## config.mk

```make
export PLATFORM = sky130hd
export DESIGN_NAME = sca_txn_sequencer
export DESIGN_NICKNAME = d
export VERILOG_FILES = /design/src/rtl/sca_txn_sequencer.sv
export SDC_FILE = /design/constraint.sdc
export NUM_CORES = 1
export LEC_CHECK = 0
export BUFFER_PORTS_ARGS = -buffer_cell sky130_fd_sc_hd__buf_2
export CORE_ASPECT_RATIO = 0.8
export CORE_UTILIZATION = 55
export DETAILED_ROUTE_END_ITERATION = 10
export HOLD_SLACK_MARGIN = 0.06
export PLACE_DENSITY_LB_ADDON = 0.2
export SYNTH_ARGS = -nofsm -noshare
export SYNTH_HDL_FRONTEND = slang
export SYNTH_SLANG_ARGS = --single-unit
```

## constraint.sdc

```tcl
create_clock -name io_clk -period 4.5 [get_ports io_clk]
set_clock_uncertainty 0.15 [all_clocks]
set_input_delay 0.45 -clock io_clk [delete_from_list [all_inputs] [get_ports io_clk]]
set_output_delay 0.45 -clock io_clk [all_outputs]
set_load 0.03 [all_outputs]
```

## src/rtl/sca_txn_sequencer.sv

```systemverilog
// Bus-master sequencer: turns one SCA command into link-manager TX register
// writes, polls for the reply, reads it back, acknowledges it, and responds.
module sca_txn_sequencer #(
  parameter logic [3:0]  ADDR_TX_CHCMD  = 4'h0,
  parameter logic [3:0]  ADDR_TX_DLO    = 4'h1,
  parameter logic [3:0]  ADDR_TX_DHI    = 4'h2,
  parameter logic [3:0]  ADDR_TX_CTRL   = 4'h7,
  parameter logic [3:0]  ADDR_RX_STAT   = 4'h8,
  parameter logic [3:0]  ADDR_RX_ERR    = 4'h9,
  parameter logic [3:0]  ADDR_RX_DLO    = 4'hA,
  parameter logic [3:0]  ADDR_RX_DHI    = 4'hB,
  parameter int unsigned TIMEOUT_CYCLES = 4096
) (
  input  logic        io_clk,
  input  logic        reset,
  input  logic        req_valid,
  output logic        req_ready,
  input  logic [7:0]  req_channel,
  input  logic [7:0]  req_command,
  input  logic [31:0] req_data,
  output logic        rsp_valid,
  output logic [31:0] rsp_data,
  output logic [7:0]  rsp_error,
  output logic        rsp_timeout,
  output logic        busy,
  output logic [15:0] timeout_count,
  output logic [3:0]  io_addr,
  output logic [15:0] io_din,
  output logic        io_we,
  input  logic [15:0] io_dout
);

  localparam int unsigned CNT_W = $clog2(TIMEOUT_CYCLES + 1);
  localparam logic [CNT_W-1:0] TO_LAST = CNT_W'(TIMEOUT_CYCLES - 1);

  typedef enum logic [3:0] {
    S_IDLE, S_WR_CHCMD, S_WR_DLO, S_WR_DHI, S_WR_SEND,
    S_POLL_A, S_POLL_S, S_ERR_A, S_ERR_S, S_DLO_A, S_DLO_S,
    S_DHI_A, S_DHI_S, S_ACK, S_TO_RESET, S_RESP
  } state_e;

  state_e           state_q, state_d;
  logic [CNT_W-1:0] pcnt_q, pcnt_d;
  logic [15:0]      tcount_q, tcount_d;
  logic [31:0]      rsp_data_q, rsp_data_d;
  logic [7:0]       rsp_error_q, rsp_error_d;
  logic             rsp_to_q, rsp_to_d;
  logic [7:0]       ch_q, cmd_q, err_q;
  logic [31:0]      data_q;
  logic [15:0]      dlo_q, dhi_q;
  logic             poll_to;

  function automatic logic [15:0] sat_inc16(input logic [15:0] v);
    return (v == 16'hFFFF) ? v : v + 16'd1;
  endfunction

  always_ff @(posedge io_clk) begin
    if (reset) begin
      state_q     <= S_IDLE;
      pcnt_q      <= '0;
      tcount_q    <= '0;
      rsp_data_q  <= '0;
      rsp_error_q <= '0;
      rsp_to_q    <= 1'b0;
    end else begin
      state_q     <= state_d;
      pcnt_q      <= pcnt_d;
      tcount_q    <= tcount_d;
      rsp_data_q  <= rsp_data_d;
      rsp_error_q <= rsp_error_d;
      rsp_to_q    <= rsp_to_d;
    end
  end

  // Request capture and reply staging; contents only matter once qualified by state.
  always_ff @(posedge io_clk) begin
    if (req_valid && req_ready) begin
      ch_q   <= req_channel;
      cmd_q  <= req_command;
      data_q <= req_data;
    end
    if (state_q == S_ERR_S) err_q <= io_dout[7:0];
    if (state_q == S_DLO_S) dlo_q <= io_dout;
    if (state_q == S_DHI_S) dhi_q <= io_dout;
  end

  // Budget is spent once the count including this sample reaches TIMEOUT_CYCLES.
  assign poll_to = (pcnt_q >= TO_LAST);

  always_comb begin
    state_d     = state_q;
    pcnt_d      = pcnt_q;
    tcount_d    = tcount_q;
    rsp_data_d  = rsp_data_q;
    rsp_error_d = rsp_error_q;
    rsp_to_d    = rsp_to_q;
    io_addr     = 4'h0;
    io_din      = 16'h0000;
    io_we       = 1'b0;
    case (state_q)
      S_IDLE:     if (req_valid) state_d = S_WR_CHCMD;
      S_WR_CHCMD: begin
        io_addr = ADDR_TX_CHCMD; io_din = {ch_q, cmd_q}; io_we = 1'b1;
        state_d = S_WR_DLO;
      end
      S_WR_DLO: begin
        io_addr = ADDR_TX_DLO; io_din = data_q[15:0]; io_we = 1'b1;
        state_d = S_WR_DHI;
      end
      S_WR_DHI: begin
        io_addr = ADDR_TX_DHI; io_din = data_q[31:16]; io_we = 1'b1;
        state_d = S_WR_SEND;
      end
      S_WR_SEND: begin
        io_addr = ADDR_TX_CTRL; io_din = 16'h0001; io_we = 1'b1;
        pcnt_d  = '0;
        state_d = S_POLL_A;
      end
      S_POLL_A: begin
        io_addr = ADDR_RX_STAT;
        pcnt_d  = pcnt_q + 1'b1;
        state_d = S_POLL_S;
      end
      S_POLL_S: begin
        io_addr = ADDR_RX_STAT;
        pcnt_d  = pcnt_q + 1'b1;
        if (poll_to)         state_d = S_TO_RESET;
        else if (io_dout[0]) state_d = S_ERR_A;
        else                 state_d = S_POLL_A;
      end
      S_ERR_A: begin io_addr = ADDR_RX_ERR; state_d = S_ERR_S; end
      S_ERR_S: begin io_addr = ADDR_RX_ERR; state_d = S_DLO_A; end
      S_DLO_A: begin io_addr = ADDR_RX_DLO; state_d = S_DLO_S; end
      S_DLO_S: begin io_addr = ADDR_RX_DLO; state_d = S_DHI_A; end
      S_DHI_A: begin io_addr = ADDR_RX_DHI; state_d = S_DHI_S; end
      S_DHI_S: begin io_addr = ADDR_RX_DHI; state_d = S_ACK; end
      S_ACK: begin
        io_addr     = ADDR_RX_STAT; io_din = 16'h0001; io_we = 1'b1;
        rsp_data_d  = {dhi_q, dlo_q};
        rsp_error_d = err_q;
        rsp_to_d    = 1'b0;
        state_d     = S_RESP;
      end
      S_TO_RESET: begin
        io_addr     = ADDR_TX_CTRL; io_din = 16'h0020; io_we = 1'b1;
        rsp_data_d  = 32'h0;
        rsp_error_d = 8'hFF;
        rsp_to_d    = 1'b1;
        tcount_d    = sat_inc16(tcount_q);
        state_d     = S_RESP;
      end
      S_RESP:  state_d = S_IDLE;
      default: state_d = S_IDLE;
    endcase
    // An aborting reset must not let a write escape in its own cycle.
    if (reset) begin
      io_we  = 1'b0;
      io_din = 16'h0000;
    end
  end

  assign req_ready     = (state_q == S_IDLE) && !reset;
  assign busy          = (state_q != S_IDLE);
  assign rsp_valid     = (state_q == S_RESP);
  assign rsp_data      = rsp_data_q;
  assign rsp_error     = rsp_error_q;
  assign rsp_timeout   = rsp_to_q;
  assign timeout_count = tcount_q;

endmodule

```

==> flow_summary_export.csv <==
group,metric,value,unit
cts,clock-sinks,162,
critical_path,crit_type,"flop to output pin",
floorplanning,dieArea,0.0119,mm2
critical_path,rr_startpoint,"state_q[1]",
critical_path,slowest_delay,0.96,ns
routing,drt_first_pass_iters,6,
cts,clock_latency,0.42,ns
routing,routedWlPerCell,17.7,um
finish,design_area,0.00817,mm2
global_route,grt_pass1_wl,24.5,mm
timing,finalCritPeriodShare,0.820,
critical_path,reg2reg_depth,4,
finish,final_common_cell,"buf_2",
synthesis,synth_edf_count,88,
cts,cts.clk_slew.worst_paths,0.06,ns
timing,fin_hold_ws,0.0712,ns
critical_path,rrSetupSlack,1.68,ns
global_route,grt_overflow,0,
routing,drt-total-wl,15.5,mm
synthesis,ys_types,57,
placed_design,gp_congestion,0.846,
timing,finalSetupViolCount,0,
global_route,grt_pass1_vias,4886,
synthesis,synthAdderAreaFrac,0.00715,
synthesis,synth_xor_area_frac,0.00278,
routing,routed_via_density,5.84,
synthesis,ys_seq_area_frac,0.654,
power,ir_worst_vdd,0.287,mV
synthesis,syn_nets,598,
finish,final_cell_mix,"buf_2 (147), edfxtp_1 (88), dfxtp_1 (74)",
finish,nFillCells,701,
critical_path,critPathCaptureType,"output pin",
finish,area_growth_syn_to_layout,29.7,%
timing,max_freq,0.271,GHz
timing,slew_violations,0,
synthesis,mappedNetlistArea,0.00630,mm2
critical_path,r2r-end,"data_q[21]",
cts,cts_buffers,17,
cts,cts_root_buffer,"clkbuf_16",
critical_path,required,3.90,ns
floorplanning,dieHeight,97.7,um
timing,finalCriticalPeriod,3.69,ns
synthesis,async_flop_share,0,
synthesis,synth_top_family_by_area,"simple AND/OR/NAND/NOR gates",
timing,setup_tns,0,ns
global_route,grt_max_degree,49,
synthesis,synthCells,529,
hold_path,min_path_type,"primary input to flop",
run,max_cap_violations,0,
global_route,grt_usage,0.271,
synthesis,synthSimpleGateAreaFrac,0.148,
cts,ctsLongestPathBuffers,2,
timing,rsz0062_at_grt,"false",
floorplanning,rows,34,
cts,post_cts_buffers,0,
floorplanning,initial_core_util,0.572,
finish,final_nets,785,
critical_path,cp_max_fo,19,
synthesis,synth_flop_cell,"edfxtp_1",
critical_path,critPathSlowestCell,"nor2_1",
timing,maxSlewHeadroom,0.188,
synthesis,muxShareOfSynthArea,0.0159,
power,power_density,395,mW/mm2
floorplanning,core_area,0.0110,mm2
critical_path,critPathArrivalTime,3.09,ns
power,leakage,3.14,nW
critical_path,crit_start,"state_q[0]",
routing,remaining_drc_errors,0,
placed_design,pre_cts_slack,1.49,ns
timing,worst_pin_slew,1.21,ns
synthesis,synth_compound_area_frac,0.140,
finish,diodes,0,
critical_path,worstPathCellList,"nand2b_1 > nor2_1 > a22oi_1 > a31oi_1 > buf_2",
timing,finalHoldViolations,0,
synthesis,ys_seq_elements,162,
placed_design,dp_hpwl,9.30,mm
routing,vias,5100,
floorplanning,pin_count,148,
floorplanning,die_w,122,um
routing,drtAntennaViolNets,0,
outcome,status,"complete, no violations",
cts,cts_tree,"done",
global_route,antenna_found_initial,0,
cts,htreeDepth,4,
timing,layout_setup_ws,0.808,ns
synthesis,syn_avg_cell_area,11.9,um2
critical_path,critPathCapture,"io_din[5]",
finish,drive_gt1_frac,0.281,
placed_design,place_area,0.00708,mm2
routing,drtIter0Drc,483,
placed_design,io_buffers,147,
synthesis,ys_warn_count,0,
critical_path,worst_setup_path_start_kind,"flop",
-- sequential cells by signal (all words and copies together), names as in the netlist --
signal         flops
ch_q               8
cmd_q              8
data_q            32
dhi_q             16
dlo_q             16
err_q              8
pcnt_q            13
rsp_data          32
rsp_error          8
rsp_timeout        1
state_q            4
timeout_count     16
-- power breakdown --
part	total, mW	internal [mW]	switching [mW]	leakage (nW)
Sequential	1.62	1.60	0.0264	1.40
Clock	1.34	0.731	0.610	0.256
Combinational	0.261	0.108	0.153	1.49
-- cell type report --
cell class	instances	area [um2]	area share
Sequential cell	162	4120	0.505
Multi-Input combinational cell	323	1980	0.243
Timing Repair Buffer	206	1310	0.161
Clock buffer	20	447	0.0547
Tap cell	144	180	0.0221
Clock inverter	12	98.8	0.0121
Inverter	6	22.5	0.00276
-- per-stage QoR --
stage	std cells	power [mW]	util
floorplan	529	1.80	-
global placement	787	1.86	0.643
detailed placement	787	1.87	0.643
CTS	872	3.23	0.741
global route	873	3.32	0.742
finish	873	3.23	0.742
-- what timing repair did --
| action | CTS | global route |
|---|---|---|
| hold endpoints to repair | 59 | 1 |
| gates resized for setup | 0 | 0 |
| hold buffers | 53 | 1 |
-- cells by family (layout without fill, tap and decap cells) --
family,after synthesis,count (layout)
simple gates,186,186
fa+ha+maj,4,4
compound gates,122,122
mux,9,9
flops,162,162
xor+xnor,2,2
buf+inv,44,244
-- synthesized netlist by cell type (2+ instances only) --
| master | count | area [um2] |
|---|---|---|
| nor4_1 | 8 | 50.1 |
| or4_1 | 7 | 52.6 |
| inv_1 | 6 | 22.5 |
| edfxtp_1 | 88 | 2640 |
| clkbuf_1 | 22 | 82.6 |
| dfxtp_1 | 74 | 1480 |
| ha_1 | 2 | 25.0 |
| nand3b_1 | 2 | 15.0 |
| and4_1 | 2 | 17.5 |
| and2_1 | 2 | 12.5 |
| o211a_1 | 2 | 20.0 |
| o31ai_1 | 6 | 45.0 |
| mux2_2 | 8 | 90.1 |
| o21ai_0 | 9 | 45.0 |
| nor2b_1 | 7 | 43.8 |
| nor2_1 | 72 | 270 |
| nand4_1 | 6 | 37.5 |
| nand2b_1 | 6 | 37.5 |
| o21bai_1 | 3 | 22.5 |
| o221a_2 | 2 | 22.5 |
| a31oi_1 | 12 | 75.1 |
| xnor2_1 | 2 | 17.5 |
| a21oi_1 | 22 | 110 |
| nand2_1 | 31 | 116 |
| a211oi_1 | 5 | 37.5 |
| maj3_1 | 2 | 20.0 |
| a222oi_1 | 14 | 140 |
| nor3_1 | 8 | 40.0 |
| buf_2 | 10 | 50.1 |
| and3_1 | 3 | 18.8 |
| or3_1 | 5 | 31.3 |
| buf_4 | 3 | 22.5 |
| a22oi_1 | 35 | 263 |
| nand3_1 | 14 | 70.1 |
| or2_2 | 6 | 37.5 |
| buf_1 | 2 | 7.51 |
-- critical path: cells and delay by family (launching register included) --
family	cells	cell delay [ns]
AO/OA/AOI/OAI	2	0.54
buffers and inverters	1	0.24
flip-flops	1	0.71
AND/OR/NAND/NOR	2	1.17
-- layer usage --
layer / vias to the layer above / part of all wire / GRT usage
li1: 2382 / - / -
met1: 2457 / 0.42 / 0.338
met2: 226 / 0.49 / 0.436
met3: 35 / 0.068 / 0.0864
met4: 0 / 0.026 / 0.111
met5: - / 0 / 0
-- worst min path at each step --
stage,from,endpoint,cells past startpoint
floorplan,pcnt_q[9],pcnt_q[9],1
global placement,rsp_timeout,rsp_timeout,2
detailed placement,rsp_timeout,rsp_timeout,2
CTS,req_channel[5],ch_q[5],1
global route,io_dout[13],dhi_q[13],1
finish,io_dout[13],dlo_q[13],1
No activity file was read; power rests on OpenSTA's default activity.
